File: src/rtl/ksa_if.sv
// Handshake and single-port S-memory bus shared by the ARC4 KSA stage.
// slave: the KSA engine; master: the requester and S memory side.
interface ksa_if;
   localparam int unsigned KEY_W  = 24;
   localparam int unsigned ADDR_W = 8;
   localparam int unsigned DATA_W = 8;

   logic              en;
   logic              rdy;
   logic [KEY_W-1:0]  key;
   logic [ADDR_W-1:0] s_addr;
   logic [DATA_W-1:0] s_rddata;
   logic [DATA_W-1:0] s_wrdata;
   logic              s_wren;

   modport slave (
      input  en, key, s_rddata,
      output rdy, s_addr, s_wrdata, s_wren
   );

   modport master (
      output en, key, s_rddata,
      input  rdy, s_addr, s_wrdata, s_wren
   );
endinterface

File: src/rtl/ksa.sv
// ARC4 key-scheduling pass over a shared 256x8 S memory, 4 cycles per index.
// Optional KSA_INIT_PASS_EN: prepend an S[c]=c init pass of 256 writes.
module ksa #(
   parameter int unsigned KEY_BYTES = 3
) (
   input  logic  clk,
   input  logic  rst_n,
   ksa_if.slave  bus
);
   localparam int unsigned AW = 8;
   localparam int unsigned KW = 24;
   localparam logic [1:0]  KIDX_LAST = 2'(KEY_BYTES - 1);
   localparam logic [AW-1:0] LAST_IDX = 8'hFF;

   typedef enum logic [2:0] {
      IDLE    = 3'd0,
      INIT_WR = 3'd1,
      RD_I    = 3'd2,
      CALC_J  = 3'd3,
      WR_I    = 3'd4,
      WR_J    = 3'd5
   } state_e;

   state_e          state_q, state_d;
   logic [AW-1:0]   i_q, i_d;
   logic [AW-1:0]   j_q, j_d;
   logic [1:0]      kidx_q, kidx_d;
   logic [AW-1:0]   si_q, si_d;
   logic [KW-1:0]   key_q, key_d;
   // Low for the first cycle after reset release so rdy stays 0 during reset.
   logic            live_q;

   logic [AW-1:0]   kbyte;
   logic [AW-1:0]   jn;
   logic            rdy_c;
   logic [AW-1:0]   addr_c;
   logic [AW-1:0]   wrdata_c;
   logic            wren_c;

   always_comb begin
      unique case (kidx_q)
         2'd0:    kbyte = key_q[23:16];
         2'd1:    kbyte = key_q[15:8];
         default: kbyte = key_q[7:0];
      endcase
   end

   assign jn = j_q + bus.s_rddata + kbyte;

   // Next-state and combinational S-bus drive.
   always_comb begin
      state_d  = state_q;
      i_d      = i_q;
      j_d      = j_q;
      kidx_d   = kidx_q;
      si_d     = si_q;
      key_d    = key_q;
      rdy_c    = 1'b0;
      addr_c   = '0;
      wrdata_c = '0;
      wren_c   = 1'b0;

      unique case (state_q)
         IDLE: begin
            rdy_c = live_q;
            if (live_q && bus.en) begin
               i_d    = '0;
               j_d    = '0;
               kidx_d = '0;
               key_d  = bus.key;
`ifdef KSA_INIT_PASS_EN
               state_d = INIT_WR;
`else
               state_d = RD_I;
`endif
            end
         end
`ifdef KSA_INIT_PASS_EN
         INIT_WR: begin
            addr_c   = i_q;
            wrdata_c = i_q;
            wren_c   = 1'b1;
            if (i_q == LAST_IDX) begin
               i_d     = '0;
               state_d = RD_I;
            end else begin
               i_d = i_q + 8'd1;
            end
         end
`endif
         RD_I: begin
            addr_c  = i_q;
            state_d = CALC_J;
         end
         CALC_J: begin
            si_d    = bus.s_rddata;
            j_d     = jn;
            addr_c  = jn;
            state_d = WR_I;
         end
         WR_I: begin
            // Read data now holds old S[j] from the CALC_J access.
            addr_c   = i_q;
            wrdata_c = bus.s_rddata;
            wren_c   = 1'b1;
            state_d  = WR_J;
         end
         WR_J: begin
            addr_c   = j_q;
            wrdata_c = si_q;
            wren_c   = 1'b1;
            if (i_q == LAST_IDX) begin
               state_d = IDLE;
            end else begin
               i_d     = i_q + 8'd1;
               kidx_d  = (kidx_q == KIDX_LAST) ? 2'd0 : kidx_q + 2'd1;
               state_d = RD_I;
            end
         end
         default: state_d = IDLE;
      endcase
   end

   always_ff @(posedge clk or negedge rst_n) begin
      if (!rst_n) begin
         state_q <= IDLE;
         i_q     <= '0;
         j_q     <= '0;
         kidx_q  <= '0;
         si_q    <= '0;
         key_q   <= '0;
         live_q  <= 1'b0;
      end else begin
         state_q <= state_d;
         i_q     <= i_d;
         j_q     <= j_d;
         kidx_q  <= kidx_d;
         si_q    <= si_d;
         key_q   <= key_d;
         live_q  <= 1'b1;
      end
   end

   assign bus.rdy      = rdy_c;
   assign bus.s_addr   = addr_c;
   assign bus.s_wrdata = wrdata_c;
   assign bus.s_wren   = wren_c;
endmodule

File: src/flat_wrapper.sv
// flat-port wrapper written by rule: the top's interface ports become plain ports
module ksa_flat 
#(
   parameter int unsigned KEY_BYTES = 3
)
  (clk, rst_n, bus_en, bus_key, bus_s_rddata, bus_rdy, bus_s_addr, bus_s_wrdata, bus_s_wren);
  ksa_if bus_i ();
  input  logic clk;
  input  logic rst_n;
  input wire logic [$bits(bus_i.en)-1:0] bus_en;
  input wire logic [$bits(bus_i.key)-1:0] bus_key;
  input wire logic [$bits(bus_i.s_rddata)-1:0] bus_s_rddata;
  output wire logic [$bits(bus_i.rdy)-1:0] bus_rdy;
  output wire logic [$bits(bus_i.s_addr)-1:0] bus_s_addr;
  output wire logic [$bits(bus_i.s_wrdata)-1:0] bus_s_wrdata;
  output wire logic [$bits(bus_i.s_wren)-1:0] bus_s_wren;
  assign bus_i.en = bus_en;
  assign bus_i.key = bus_key;
  assign bus_i.s_rddata = bus_s_rddata;
  assign bus_rdy = bus_i.rdy;
  assign bus_s_addr = bus_i.s_addr;
  assign bus_s_wrdata = bus_i.s_wrdata;
  assign bus_s_wren = bus_i.s_wren;
  ksa #(.KEY_BYTES(KEY_BYTES)) u_core (.clk(clk), .rst_n(rst_n), .bus(bus_i));
endmodule
File: config.mk
export PLATFORM = sky130hd
export DESIGN_NAME = ksa_flat
export DESIGN_NICKNAME = d
export VERILOG_FILES = /design/src/rtl/ksa_if.sv /design/src/rtl/ksa.sv /design/src/flat_wrapper.sv
export SDC_FILE = /design/constraint.sdc
export NUM_CORES = 1
export LEC_CHECK = 0
export CORE_UTILIZATION = 50
export CTS_BUF_LIST = sky130_fd_sc_hd__clkbuf_8
export DETAILED_ROUTE_END_ITERATION = 10
export DONT_BUFFER_PORTS = 1
export GPL_TIMING_DRIVEN = 0
export SLEW_MARGIN = 20
export SYNTH_ARGS = -nofsm -noshare
export SYNTH_HDL_FRONTEND = slang
export SYNTH_SLANG_ARGS = --single-unit
File: constraint.sdc
create_clock -name clk -period 4.5 [get_ports clk]
set_input_delay 0.9 -clock clk [delete_from_list [all_inputs] [get_ports clk]]
set_output_delay 0.9 -clock clk [all_outputs]
set_load 0.01 [all_outputs]
## After elaboration in Yosys (flattened, before gate mapping)

Cells that the tools add are included.
W data, S select, Z words.

- Multiplexer cells: 16
- $add $sub $neg: 4
- Eq/ne operators: 9
- Reduce and logical (&&, ||, !) cells: 10

Operators by type and width:

| cell | count |
|---|---|
| $pmux W8 S2 | 4 |
| $pmux W8 S3 | 1 |
| $add A8 B8 Y8 | 2 |
| $mux W8 | 2 |
| $pmux W3 S5 | 1 |
| $add A8 B1 Y8 const B | 1 |
| $eq A8 B8 Y1 const B | 1 |
| $mux W2 | 4 |
| $eq A3 B2 Y1 const B | 2 |
| $eq A3 B3 Y1 const B | 2 |
| $pmux W2 S2 | 1 |
| $reduce_and A2 Y1 | 2 |
| $reduce_bool A2 Y1 | 2 |
| $reduce_or A2 Y1 | 2 |
| $logic_not A3 Y1 | 1 |
| $mux W3 | 1 |
| $reduce_and A3 Y1 | 1 |
| $add A2 B1 Y2 const B | 1 |
| $eq A2 B1 Y1 const B | 1 |
| $eq A2 B2 Y1 const B | 1 |
| $logic_not A2 Y1 | 1 |
| $mux W1 | 2 |
| $ne A2 B1 Y1 const B | 1 |
| $ne A2 B2 Y1 const B | 1 |
| $logic_and A1 B1 Y1 | 1 |

- Word-level logic and storage cells: 46
- Register bits: 54
- Output and inout port bits: 18

## Longest topological paths before layout

Gate-level depths: netlist of run 1.

- Depth in word-level cells: 4
- Mapped depth: 15
- Gate-level depth less buffers: 14

## Least setup slack after synthesis of run 1

OpenSTA, ideal clock, no wires.

- Kind: reg2out
- Start point: reg u_core.kidx_q[0]
- End point: out bus_s_addr[7]
- Arrival: 3.031 ns
- Stages on the path, launching flop included: 16
- Path slack: 0.569 ns
- Data required time: 3.600 ns
- Path through: dfrtp_1 clkbuf_1 mux2i_1 nor2_1 a21oi_1 fa_1 inv_1 ha_1 inv_1 fa_1 nor2b_1 nor3_1 o21bai_1 a21oi_1 xnor2_1 o21ai_0

- Longest elaborated chain between the ends: 4

RTL lines:

| item | RTL line | source |
|---|---|---|
| start, declared | ksa.sv:27 | `logic [1:0] kidx_q, kidx_d;` |
| start signal, assigned | ksa.sv:137 | `kidx_q <= kidx_d;` |
| $eq A2 B1 Y1 / $logic_not A2 Y1 (equally long branches) | ksa.sv:41 | `unique case (kidx_q)` |
| $pmux W8 S2 (*) | ksa.sv:41 |  |
| $add A8 B8 Y8 (*) | ksa.sv:48 | `assign jn = j_q + bus.s_rddata + kbyte;` |
| $pmux W8 S3 (*) | ksa.sv:63 | `unique case (state_q)` |
| end, declared | flat_wrapper.sv:14 | `output wire logic [$bits(bus_i.s_addr)-1:0] bus_s_addr;` |

Every way passes the cells marked *; elsewhere a longest branch is shown, timed or not.

## Worst setup path in the final report of run 1

- Start point: reg u_core.kidx_q[0]
- End point: out bus_s_addr[6]

Same word-level chain as after synthesis.

==> metrics, run 1 <==
status completed; adder-cell share of the synthesized area under 10%; Max Buffers Root-to-Sink 2; Area growth syn-to-layout 7.66%; r2r startpoint u_core.kidx_q[0]; placed instance count 432; nets 416; worst path arrival time 3.33 ns; mux cell area share after synthesis a little over 6%; area of the multi-input gates around 1500 sq um; antenna violations before repair 0; hold buffers post-CTS 0; r2r worst-path depth 14; DIE WIDTH 80.6 um; post-detailed-route wirelength per cell between 15 and 20 um; Setup WS pre-CTS -0.0726 ns; Die Ht 80.6 um; Placement Cell Area about 3200 sq um; 1st-iter DRT viols 127; CTS Buf Count 5; Root Buffer clkbuf_8; xor and xnor fraction of the mapped netlist area roughly 3.7%; CP Capture Type output pin; R2R setup slack 1.40 ns; Ys Warns 0; #FFs+latches synth 54; maxcap violations 0; share of layout cells above drive strength 1 about a tenth; Pwr per Cell Area 688 nW/um^2; Critical Path Start Type flip-flop; Final Util 55.8%; grt total ovfl 0; final setup TNS 0 ns; VDD IR max roughly 320 uV; final routed DRC violation total 0; max_slew headroom 60.9%; CTS clock-pin slew for the worst setup and hold paths 0.10 ns; Post-synth EDFFs 0; fin area ~3300 sq um; largest net degree at the start of global routing 55; non-filler instance count after layout 442; Total Power 2.29 mW; Worst Hold Margin approximately 0.27 ns; DRT Pass-1 Iters 4; # fillers about 600; Initial Util 51.8%; most frequent cells in the layout 102 x nand2_1, 53 x dfrtp_1, 30 x inv_1; WP data required between 3 and 4 ns; Post-synth top flop dfrtp_1; Async S/R FF share, synth 100%; final setup fails 0; CTS tree built; count of cell types in the netlist 45; Vias 2357; f_max 0.236 GHz; Tcrit/Tclk final approximately 94%; Die Footprint 6490 sq um; Core ar. 5960 sq um; FF+latch area 1350 sq um; Worst Setup SP u_core.kidx_q[0]; RSZ-0062 raised after global routing no; final wirelength around 7 mm; GRT Overall Usage 23.7%; Final Hold Viols 0; sequential area share after synthesis 43.8%; setup ws final between 0.2 and 0.3 ns; share of the synthesized area in the top cell type 43.8%; IO Count 53; RR Endpoint u_core.j_q[7]; WS Path Type flip-flop to output pin; Max Slew Vio Count 0; vias in the first global route 2383; I/O Buffers 0; Num Clock Sinks 54; top cells by area, synth dfrtp_1 44%, nand2_1 12%, fa_1 5.2%; later-pin clock latency in the skew report 0.31 ns; Avg Inst Size Synth 8.65 sq um; Routed Antenna Nets 0; Crit Path Max Fanout 8; Post-Syn Area 3090 sq um; Pleak 1.66 nW; area share of and/or/nand/nor cells after synthesis 21.2%; Tightest Pin Transition around 0.59 ns; compound-cell area share of the yosys netlist 10.2%; first-pass GRT wire length 11.4 mm; Syn Nets 407; DPL Wire Length 4.97 mm; H-tree depth 2; Synth area leader dfrtp_1; Final Skew around 0.0090 ns; min Tclk post-route between 4 and 5 ns; Via density 5.33; # rows 28; gpl congestion ~0.83; main combinational cell family by area after synthesis simple AND/OR/NAND/NOR gates; Syn Inst Count 357; ANT cells 0; class of the worst hold path input pin to async pin; commonest non-fill, non-tap cell in the layout nand2_1
## power breakdown
group,switching [mW],internal (mW)
combinational,0.690,0.487
clock,0.164,0.164
sequential,0.117,0.667
total,0.971,1.32
## final cells by class
type | instances | share of cell area, %
Clock buffer | 5 | 2.07
Clock inverter | 3 | 1.24
Sequential cell | 54 | 40.7
Timing Repair Buffer | 4 | 0.903
Tap cell | 75 | 2.82
Inverter | 30 | 3.54
Buffer | 17 | 2.75
Multi-Input combinational cell | 254 | 46.0
## routing by layer
layer  global-route usage (%)  wire length, um  vias to the layer above
met5                        0                0                        -
met4                     5.89               71                        0
met3                     4.66              421                        6
met2                     40.6             3330                       56
met1                     30.4             3030                     1130
li1                         -                -                     1165
## how the worst max path moves through the flow
stage / endpoint
after floorplan: bus_s_addr[7]
after global placement: bus_s_addr[7]
after detailed placement: bus_s_addr[7]
after CTS: bus_s_addr[7]
after global routing: bus_s_addr[7]
final: bus_s_addr[6]
## cell usage after synthesis (2+ instances only)
cell type and count:
nand2_1 102, dfrtp_1 54, inv_1 29, nor2_1 26, o21ai_0 25, mux2i_1 16
a21oi_1 11, clkbuf_1 9, fa_1 8, nand3_1 8, xor2_1 8, ha_1 7
buf_2 6, xnor2_1 5, nand2_2 3, nand2b_1 3, nand4_1 3, o22ai_1 3
a22o_1 2, and3_1 2, buf_6 2, o21bai_1 2
## worst max-delay path: stages (launching register included)
cell      delay, ns
dfrtp_2        0.46
buf_4          0.18
mux2i_1        0.19
nor2_1         0.07
a21oi_2        0.18
fa_1           0.48
inv_1          0.08
ha_1           0.23
a21o_1         0.18
a21oi_1        0.22
o21bai_1       0.09
a21oi_1        0.19
xor2_1         0.24
o221ai_1       0.23
## state kept, by name, indices dropped and copies added, names as in the netlist
register,flops
u_core.i_q,8
u_core.j_q,8
u_core.key_q,24
u_core.kidx_q,2
u_core.live_q,1
u_core.si_q,8
u_core.state_q,3
## kinds of logic after synthesis
| family | Yosys count |
|---|---|
| and+or+nand+nor | 155 |
| DFF | 54 |
| AOI/OAI and AO/OA | 52 |
| buffers and inverters | 49 |
| muxes | 18 |
| adders and majority gates | 15 |
| xor gates and xnor gates | 13 |
| other | 1 |
## what timing repair did
| action | CTS | global route |
|---|---|---|
| endpoints found under the setup margin | 4 | 3 |
| buffers inserted | 0 | 4 |
| pin swaps | 0 | 0 |
| gates resized for setup | 3 | 2 |
| cloned | 0 | 0 |
Note: power is estimated with default switching activity, not from simulation.
==> run 2, diff against run 1 <==
--- a/config.mk
+++ b/config.mk
@@ -5,6 +5,7 @@
 export SDC_FILE = /design/constraint.sdc
 export NUM_CORES = 1
 export LEC_CHECK = 0
+export ABC_AREA = 1
 export CORE_UTILIZATION = 50
 export CTS_BUF_LIST = sky130_fd_sc_hd__clkbuf_8
 export DETAILED_ROUTE_END_ITERATION = 10
==> run 2 against run 1 <==
Effect of this change: cell count up 4.8%; setup slack gained 0.11 ns; first-iteration DRC count up 18%; sequential cell count is the same; power is 0.97% lower; clock power is 18% lower; sequential share of layout area rose by 1.6 points; largest power group unchanged.
==> metrics, run 2 <==
status completed; CTS tree built; Ys Warns 0; CP Capture Type output pin; share of the synthesized area in the top cell type 44.7%; cell with the most instances after synthesis nand2_1; Num Clock Sinks 54; nets 441; Clock power frac 11.8%; Buffers & Inverters on Critical Path 4; GRT Overall Usage between 20% and 30%; Post-synth EDFFs 0; worst path arrival time around 3.2 ns; H-tree depth 2; r2r startpoint u_core.kidx_q[0]; Resized Gates After CTS 0; top cells by area, synth dfrtp_1 45%, nand2_1 17%, inv_1 6.3%; Critical Path Max Stage Delay 0.43 ns; most used cell, CP inv_1; Area growth syn-to-layout 5.72%; crit-path leading delay family adder cells; commonest non-fill, non-tap cell in the layout nand2_1; Pleak between 1.5 and 2 nW; WS Path Type flip-flop to output pin; # fillers 583; Crit Path Max Fanout 8; I/O Buffers 0; Root Buffer clkbuf_8; antenna violations before repair 0; top cells by count, synth 140 x nand2_1, 54 x dfrtp_1, 51 x inv_1; 1st-iter DRT viols 150; RR Endpoint u_core.j_q[5]; r2r worst-path depth 14; most frequent cells in the layout 140 x nand2_1, 54 x dfrtp_1, 51 x inv_1; switching power 1.03 mW; Comb pwr share 53.2%; vias in the first global route about 2300; Routed Antenna Nets 0; IO Count 53; Avg Inst Size Synth between 7 and 8 sq um; Post-synth top flop dfrtp_1; CTS clock-pin slew for the worst setup and hold paths 0.10 ns; DIE WIDTH 79.7 um; Most flops, register u_core.key_q; RSZ-0062 raised after global routing no; maxcap violations 0; Worst Setup SP u_core.kidx_q[0]; Syn Nets between 400 and 500; register share of total power 35.0%; # rows 27; DRT Pass-1 Iters 4; Max Buffers Root-to-Sink 2; Sw Ratio 45.3%; Via density 5.20; final wirelength 6.80 mm; CTS Buf Count 5; Final Skew 0.00338 ns; Worst Hold Margin roughly 0.28 ns; max_slew headroom 64.5%; Async S/R FF share, synth between 90% and 100%; Final Hold Viols 0; sequential area share after synthesis between 40% and 50%; Initial Util about 53%; critical path depth 15; Largest register FFs 24; R2R setup slack 1.56 ns; final setup TNS 0 ns; Synth area leader dfrtp_1; later-pin clock latency in the skew report 0.30 ns; Die Footprint roughly 6400 sq um; Syn Inst Count 384; min Tclk post-route 4.12 ns; internal power 1.24 mW; #FFs+latches synth 54; Max Slew Vio Count 0; worst path cell trace inv_1, nor2_1, inv_1, o22ai_1, o21bai_1, fa_1, inv_1, ha_1, inv_1, fa_1, nor3_1, nor2_1, nand3_1, nand3_1, nand2_1; share of layout cells above drive strength 1 around 5.6%; ANT cells 0; count of cell types in the netlist 31; final setup fails 0; Vias about 2400; f_max 0.243 GHz; DPL Wire Length between 5 and 6 mm; Tcrit/Tclk final approximately nine tenths; VDD IR max around 310 uV; CP max stage cell fa_1; WP data required 3.60 ns; grt total ovfl 0; final routed DRC violation total 0; Die Ht between 70 and 80 um; # Post-CTS Setup Buffers 0; CP endpoint bus_s_addr[7]; first-pass GRT wire length between 10 and 15 mm; class of the worst hold path input pin to async pin; Tightest Pin Transition 0.532 ns; Core ar. approximately 5700 sq um; Critical Path Start Type flip-flop; largest net degree at the start of global routing 55; hold buffers post-CTS 0; Pwr per Cell Area 710 nW/um^2; Post-Syn Area 3020 sq um; post-detailed-route wirelength per cell 14.7 um; gpl congestion 0.814
[run 2: routing by layer]
layer	wire length, um	part of all wire [%]	global-route usage (%)	up-vias
met4	40	0.59	3.82	0
met3	360	5.3	5.49	5
met2	3220	47	39.2	49
met5	0	0	0	-
li1	-	-	-	1234
met1	3180	47	33.1	1119
[run 2: worst min-delay path by stage]
stage,depth (start not counted),endpoint,slack [ns],startpoint
after floorplan,2,u_core.key_q[7],0.44,u_core.key_q[7]
after global placement,2,u_core.key_q[18],0.46,u_core.key_q[18]
after detailed placement,2,u_core.key_q[17],0.46,u_core.key_q[17]
after CTS,0,u_core.i_q[2],0.27,rst_n
after global routing,0,u_core.i_q[4],0.25,rst_n
final,0,u_core.i_q[4],0.28,rst_n
[run 2: cells by family (layout without fill, tap and decap cells)]
kind of cell | Yosys count | count (layout) | synth area share [%]
AOI/OAI and AO/OA | 64 | 64 | 12.5
and+or+nand+nor | 184 | 184 | 25.4
buffers and inverters | 63 | 70 | 8.20
adders and majority gates | 15 | 15 | 8.20
DFF | 54 | 54 | 44.7
other | 1 | 1 | 0.124
xor gates and xnor gates | 3 | 3 | 0.870
[run 2: stage by stage]
stage | area [sq um] | utilization [%] | setup slack [ns] | power [mW] | instances
6_report | 3190 | 56.3 | 0.385 | 2.27 | 463
5_1_grt | 3190 | 56.3 | 0.123 | 2.52 | 463
4_1_cts | 3190 | 56.3 | 0.382 | 2.28 | 463
3_5_place_dp | 3110 | 54.8 | 0.730 | 2.01 | 456
3_3_place_gp | 3110 | 54.8 | 0.743 | 1.98 | 456
2_1_floorplan | 3020 | - | 0.995 | 1.73 | 384
[run 2: area by class of cell]
type                            instances  area (sq um)  area share (%)
Buffer                                  9          45.0            1.41
Clock buffer                            5          68.8            2.16
Clock inverter                          2          13.8           0.431
Inverter                               54           203            6.35
Multi-Input combinational cell        267          1420            44.5
Sequential cell                        54          1350            42.3
Tap cell                               72          90.1            2.82
[run 2: power by group through the flow]
stage,registers [mW],clock network (mW),logic (mW)
finish,0.793,0.268,1.21
CTS,0.794,0.276,1.21
floorplan,0.777,0,0.955
global route,0.820,0.300,1.40
detailed placement,0.804,0,1.21
global placement,0.797,0,1.18
